**config.mk**
```make
export PLATFORM = sky130hd
export DESIGN_NAME = param_pio
export DESIGN_NICKNAME = d
export VERILOG_FILES = /design/src/rtl/pio_pkg.sv /design/src/rtl/pio_edge_capture.sv /design/src/rtl/param_pio.sv
export SDC_FILE = /design/constraint.sdc
export NUM_CORES = 1
export LEC_CHECK = 0
export ABC_AREA = 1
export BUFFER_PORTS_ARGS = -buffer_cell sky130_fd_sc_hd__buf_4
export CAP_MARGIN = 20
export CELL_PAD_IN_SITES_DETAIL_PLACEMENT = 0
export CELL_PAD_IN_SITES_GLOBAL_PLACEMENT = 2
export CORE_UTILIZATION = 33
export CTS_BUF_LIST = sky130_fd_sc_hd__clkbuf_2
export CTS_CLUSTER_DIAMETER = 60
export CTS_CLUSTER_SIZE = 14
export DETAILED_ROUTE_END_ITERATION = 8
export PLACE_DENSITY = 0.84
export SETUP_SLACK_MARGIN = 0.15
export SLEW_MARGIN = 0
export SYNTH_ARGS = -nofsm -noshare
export SYNTH_HDL_FRONTEND = slang
export SYNTH_SLANG_ARGS = --single-unit
```
**constraint.sdc**
```tcl
create_clock -name clk -period 3.75 [get_ports clk]
set_input_delay 0.75 -clock clk [delete_from_list [all_inputs] [get_ports clk]]
set_output_delay 0.75 -clock clk [all_outputs]
set_load 0.01 [all_outputs]
```
**src/rtl/pio_pkg.sv**
```systemverilog
// Shared constants for the parameterised PIO: register map, edge-mode encodings
// and pulse FSM state type.
package pio_pkg;

  localparam logic [2:0] ADDR_DATA     = 3'd0;
  localparam logic [2:0] ADDR_IRQ_MASK = 3'd2;
  localparam logic [2:0] ADDR_EDGE_CAP = 3'd3;
  localparam logic [2:0] ADDR_OUT_SET  = 3'd4;
  localparam logic [2:0] ADDR_OUT_CLR  = 3'd5;
  localparam logic [2:0] ADDR_OUT_REG  = 3'd6;
  localparam logic [2:0] ADDR_PULSE    = 3'd7;

  localparam int EDGE_RISE = 0;
  localparam int EDGE_FALL = 1;
  localparam int EDGE_ANY  = 2;

  localparam int CNT_W = 16;

  typedef enum logic {
    PULSE_IDLE   = 1'b0,
    PULSE_ACTIVE = 1'b1
  } pulse_state_e;

endpackage

```
**src/rtl/pio_edge_capture.sv**
```systemverilog
// Input synchroniser, edge detector and write-1-to-clear capture register.
module pio_edge_capture
  import pio_pkg::*;
#(
  parameter int DATA_WIDTH  = 8,
  parameter int SYNC_STAGES = 2,
  parameter int EDGE_TYPE   = EDGE_RISE
) (
  input  logic                  clk,
  input  logic                  reset_n,
  input  logic [DATA_WIDTH-1:0] in_port,
  input  logic                  w1c_en,
  input  logic [DATA_WIDTH-1:0] w1c_data,
  output logic [DATA_WIDTH-1:0] sync_data,
  output logic [DATA_WIDTH-1:0] edge_cap
);

  logic [DATA_WIDTH-1:0] sync_p [SYNC_STAGES];
  logic [DATA_WIDTH-1:0] dly_p;
  logic [DATA_WIDTH-1:0] edge_det;
  logic [DATA_WIDTH-1:0] cap_q;

  // synchroniser chain plus one delay flop for the detector
  always_ff @(posedge clk) begin
    if (!reset_n) begin
      for (int i = 0; i < SYNC_STAGES; i++) sync_p[i] <= '0;
      dly_p <= '0;
    end else begin
      sync_p[0] <= in_port;
      for (int i = 1; i < SYNC_STAGES; i++) sync_p[i] <= sync_p[i-1];
      dly_p <= sync_p[SYNC_STAGES-1];
    end
  end

  always_comb begin
    edge_det = '0;
    if (EDGE_TYPE == EDGE_RISE)
      edge_det = sync_p[SYNC_STAGES-1] & ~dly_p;
    else if (EDGE_TYPE == EDGE_FALL)
      edge_det = ~sync_p[SYNC_STAGES-1] & dly_p;
    else if (EDGE_TYPE == EDGE_ANY)
      edge_det = sync_p[SYNC_STAGES-1] ^ dly_p;
  end

  // a fresh edge overrides a simultaneous clear of the same bit
  always_ff @(posedge clk) begin
    if (!reset_n)
      cap_q <= '0;
    else if (w1c_en)
      cap_q <= (cap_q & ~w1c_data) | edge_det;
    else
      cap_q <= cap_q | edge_det;
  end

  assign sync_data = sync_p[SYNC_STAGES-1];
  assign edge_cap  = cap_q;

endmodule

```
**src/rtl/param_pio.sv**
```systemverilog
// Avalon-MM parallel I/O with edge-capture interrupts and a self-timed output pulse.
module param_pio
  import pio_pkg::*;
#(
  parameter int                    DATA_WIDTH  = 8,
  parameter logic [DATA_WIDTH-1:0] RESET_VALUE = '0,
  parameter int                    SYNC_STAGES = 2,
  parameter int                    EDGE_TYPE   = EDGE_RISE,
  parameter int                    PULSE_LEN   = 100
) (
  input  logic                  clk,
  input  logic                  reset_n,
  input  logic [2:0]            address,
  input  logic                  chipselect,
  input  logic                  write_n,
  input  logic [31:0]           writedata,
  output logic [31:0]           readdata,
  input  logic [DATA_WIDTH-1:0] in_port,
  output logic [DATA_WIDTH-1:0] out_port,
  output logic                  irq
);

  localparam logic [CNT_W-1:0] PULSE_LOAD = CNT_W'(PULSE_LEN);

  logic                  wr_en;
  logic [DATA_WIDTH-1:0] wdata;
  logic                  unused_wdata;
  logic [DATA_WIDTH-1:0] out_q;
  logic [DATA_WIDTH-1:0] mask_q;
  logic [DATA_WIDTH-1:0] pulse_mask_q;
  logic [CNT_W-1:0]      cnt_q;
  pulse_state_e          state_q;
  logic [DATA_WIDTH-1:0] out_setclr;
  logic [DATA_WIDTH-1:0] sync_data;
  logic [DATA_WIDTH-1:0] edge_cap;
  logic [DATA_WIDTH-1:0] rd_data;

  assign wr_en        = chipselect & ~write_n;
  assign wdata        = writedata[DATA_WIDTH-1:0];
  assign unused_wdata = ^writedata;

  pio_edge_capture #(
    .DATA_WIDTH (DATA_WIDTH),
    .SYNC_STAGES(SYNC_STAGES),
    .EDGE_TYPE  (EDGE_TYPE)
  ) u_edge (
    .clk      (clk),
    .reset_n  (reset_n),
    .in_port  (in_port),
    .w1c_en   (wr_en && (address == ADDR_EDGE_CAP)),
    .w1c_data (wdata),
    .sync_data(sync_data),
    .edge_cap (edge_cap)
  );

  always_comb begin
    out_setclr = out_q;
    if (wr_en && (address == ADDR_OUT_SET))
      out_setclr = out_q | wdata;
    else if (wr_en && (address == ADDR_OUT_CLR))
      out_setclr = out_q & ~wdata;
  end

  always_ff @(posedge clk) begin
    if (!reset_n)
      mask_q <= '0;
    else if (wr_en && (address == ADDR_IRQ_MASK))
      mask_q <= wdata;
  end

  // output register and pulse FSM; a retrigger takes priority over expiry
  always_ff @(posedge clk) begin
    if (!reset_n) begin
      out_q        <= RESET_VALUE;
      pulse_mask_q <= '0;
      cnt_q        <= '0;
      state_q      <= PULSE_IDLE;
    end else if (wr_en && (address == ADDR_PULSE) && (|wdata)) begin
      out_q        <= out_q | wdata;
      pulse_mask_q <= pulse_mask_q | wdata;
      cnt_q        <= PULSE_LOAD;
      state_q      <= PULSE_ACTIVE;
    end else if (wr_en && (address == ADDR_DATA)) begin
      out_q        <= wdata;
      pulse_mask_q <= '0;
      cnt_q        <= '0;
      state_q      <= PULSE_IDLE;
    end else begin
      case (state_q)
        PULSE_ACTIVE: begin
          if (cnt_q == CNT_W'(1)) begin
            out_q        <= out_setclr & ~pulse_mask_q;
            pulse_mask_q <= '0;
            cnt_q        <= '0;
            state_q      <= PULSE_IDLE;
          end else begin
            out_q <= out_setclr;
            cnt_q <= cnt_q - CNT_W'(1);
          end
        end
        default: out_q <= out_setclr;
      endcase
    end
  end

  always_comb begin
    rd_data = '0;
    case (address)
      ADDR_DATA:     rd_data = sync_data;
      ADDR_IRQ_MASK: rd_data = mask_q;
      ADDR_EDGE_CAP: rd_data = edge_cap;
      ADDR_OUT_REG:  rd_data = out_q;
      default:       rd_data = '0;
    endcase
  end

  assign readdata = 32'(rd_data);
  assign out_port = out_q;
  assign irq      = |(edge_cap & mask_q);

endmodule
```
==> results by group <==
Outcome
  – Outcome: completed

Timing
  – Max-slew violation count: 0
  – Setup TNS: 0 ps
  – Final setup viols: 0
  – RSZ-0062 raised after global routing: no
  – Final Critical Period: 2618 ps
  – Max frequency: 382.0 MHz
  – Hold Vio Cnt, Final: 0
  – Final Cycle Share: between 60% and 70%
  – Worst-Margin Slew: 859.9 ps
  – Skew final: between 40 and 50 ps
  – Relative slew slack: 42.36%

Power
  – Pwr dens: 352.8 nW/µm²
  – Reg power frac: a little under three fifths
  – Sw Share: 30.77%
  – Pwr Total: 0.001475 W
  – Leakage: 1.897 nW
  – Logic pwr share: 13.3%
  – Int Pwr: 0.001021 W
  – Sw Pwr: roughly 0.00045 W
  – Clk pwr share: 30.9%
  – VDD IR max: ~140 µV

Synthesis
  – Ys async rst share: 0%
  – Leading area contributor after synthesis: dfxtp_1
  – Syn_area_per_cell: just over 7 µm²
  – Seq/Total Area, Yosys: roughly two fifths
  – Distinct cell type count after synthesis: 34
  – Post-synth EDFFs: 0
  – Area contributors post-synth: dfxtp_1 (39%), nand2_1 (13%), inv_1 (6.2%), nand3_1 (5.3%), buf_4 (5.0%)
  – Synth top area share: 38.80%
  – Post-synth top cells: nand2_1 (127), dfxtp_1 (73), inv_1 (62)
  – Seq cells post-synth: 73
  – Ys Warns: 0
  – Gate Count Post-Synth: 534
  – Syn Std Cell Area: 3766 µm²
  – Post-synth top flop: dfxtp_1
  – Most frequent cell after synthesis: nand2_1

Route
  – Vias per inst: 4.775
  – DRT Wirelength: slightly below 10000 µm
  – Initial DRT Pass Iterations: 4
  – # DRC: 0
  – DRC violation total after the first TritonRoute iteration: 146
  – Vias after detailed routing: approximately 3400
  – DRT antenna net count: 0
  – Routed wire per std cell: ~14 µm

Critical path
  – Crit path max-delay family: buffers and inverters
  – Setup Crit Path Kind: in2out
  – WP data required: 3000 ps
  – Crit path largest cell delay: 270 ps
  – Crit start category: primary input
  – CP Capture Type: output port
  – Crit path max fanout: 9
  – Worst Path Buf+Inv: 3
  – Crit path DAT: 1870 ps
  – Crit-path cells: buf_4, nor2_4, nand2_1, inv_2, nand2_1, o2111ai_1, buf_4
  – Slowest CP cell: nor2_4

Clock tree
  – H-tree levels: 3
  – CTS buffer count: 9
  – Post-CTS Setup Inserts: 0
  – Clk_lat worst skew: between 500 and 600 ps
  – CTS tree: done
  – # clock sinks: 73
  – Clock transition at path regs: 210 ps
  – CTS Buffer Depth: 2
  – Clock root buffer master: clkbuf_2
  – Resized cells post-CTS: 0
  – Post-CTS Hold Buffers: 0

Place
  – DP HPWL: 6906 µm
  – Gpl congestion: 0.7888
  – Placed insts: 698
  – Port Buffers: 39

Final layout
  – Final nets: 618
  – Multi-input logic area: between 1500 and 2000 µm²
  – Layout cell share with drive strength beyond 1: between 10% and 20%
  – Register area: 1461 µm²
  – Post-Layout Cell Count: 714
  – Area Growth Syn to Fin: 11.00%
  – Ant. Diodes: 0
  – Fillers: 1172

Global route
  – Vias in the first global route: 3097
  – Initial antenna violation count: 0
  – Total gr overflow: 0
  – GRT Total Usage: 17.77%
  – First-pass GRT wire length: 15900 µm
  – Largest net degree at the start of global routing: 44

Floorplan
  – Initial Util: 34.29%
  – Die footprint: 11840 µm²
  – Die height: 108.8 µm
  – # IOs: 88
  – Core ar.: 10980 µm²
  – Num rows: 38
  – Die width: 108.8 µm

Job
  – Max-cap viol count: 0

Worst hold path
  – Hold Path Class: in2reg
## flip-flops by register name, summed over array words and instances (netlist names)
| name | cells |
|---|---|
| out_port | 8 |
| cnt_q | 16 |
| u_edge.edge_cap | 8 |
| state_q | 1 |
| u_edge.dly_p | 8 |
| mask_q | 8 |
| pulse_mask_q | 8 |
| u_edge.sync_p | 16 |
## worst reg2reg max path: cells and delay by family, from the launching register on
| family | cells | cell delay [ps] |
|---|---|---|
| flops | 1 | 810 |
| compound gates | 1 | 160 |
| buf+inv | 1 | 50 |
| simple gates | 4 | 650 |
## cell families (layout without fill, tap and decap cells)
group,Yosys count,count (layout),share of synthesized area (%)
xor+xnor,8,8,1.861
buf+inv,109,126,14.02
simple gates,249,249,30.53
compound gates,92,92,14.02
fa+ha+maj,2,2,0.6643
flops,73,73,38.80
other cells,1,24,0.09957
## power groups by stage
stage	combinational, W	clock [W]	sequential (W)
floorplan	0.000147	0	0.000834
global placement	0.000195	0	0.000838
detailed placement	0.000197	0	0.000838
CTS	0.000198	0.000476	0.000823
global route	0.000221	0.000512	0.000828
finish	0.000196	0.000456	0.000823
## final timing paths
check                 startpoint              endpoint  slack [ps]  depth (start not counted)
max                   address[1]           readdata[0]        1130                          7
min                   in_port[5]   u_edge.sync_p[0][5]         370                          3
max reg2reg              state_q             cnt_q[13]        2060                          6
min reg2reg  u_edge.sync_p[0][3]  u_edge.sync_p[0][11]         420                          2
## through the flow
stage / instance area [µm²] / hold WS [ps] / setup slack, ps / utilization [%]
after floorplan: 3852 / 390.5 / 1541 / -
after global placement: 4064 / 397.0 / 1124 / 37.00
after detailed placement: 4064 / 396.9 / 1130 / 37.00
after CTS: 4180 / 328.4 / 1129 / 38.06
after global routing: 4180 / 326.6 / 1055 / 38.06
final: 4180 / 367.8 / 1132 / 38.06
## final cells by class
| class | instances | area share, % |
|---|---|---|
| repair buffers | 39 | 7.004 |
| well taps | 140 | 4.190 |
| flip-flops and latches | 73 | 34.96 |
| clock buffers | 9 | 1.078 |
| clock inverters | 7 | 1.706 |
| inverters | 71 | 6.495 |
| multi-input cells | 375 | 44.57 |
## layout by cell type, fill, tap and decap left out, types with 4 or more instances in the layout
master / Yosys / layout
inv_1: 62 / 62
o21ai_0: 19 / 19
xor2_1: 7 / 7
nand4_1: 15 / 15
nor2_4: 5 / 5
a21oi_1: 36 / 36
nor2_1: 45 / 45
o2111ai_1: 8 / 8
dfxtp_1: 73 / 73
nand2_1: 127 / 127
conb_1: 1 / 24
o22ai_1: 9 / 9
clkbuf_2: 0 / 9
nand3_1: 40 / 40
o21ai_1: 15 / 15
buf_4: 25 / 39
nand3b_1: 8 / 8
nor2_2: 4 / 4
inv_2: 6 / 6
## metal layers
metal	global-route usage (%)	routed length, µm	vias up
li1	-	-	1764
met1	22.47	4506	1549
met2	29.97	4751	87
met3	3.407	496	9
met4	6.371	112	0
met5	0	0	-
No activity file was read; power rests on OpenSTA's default activity.
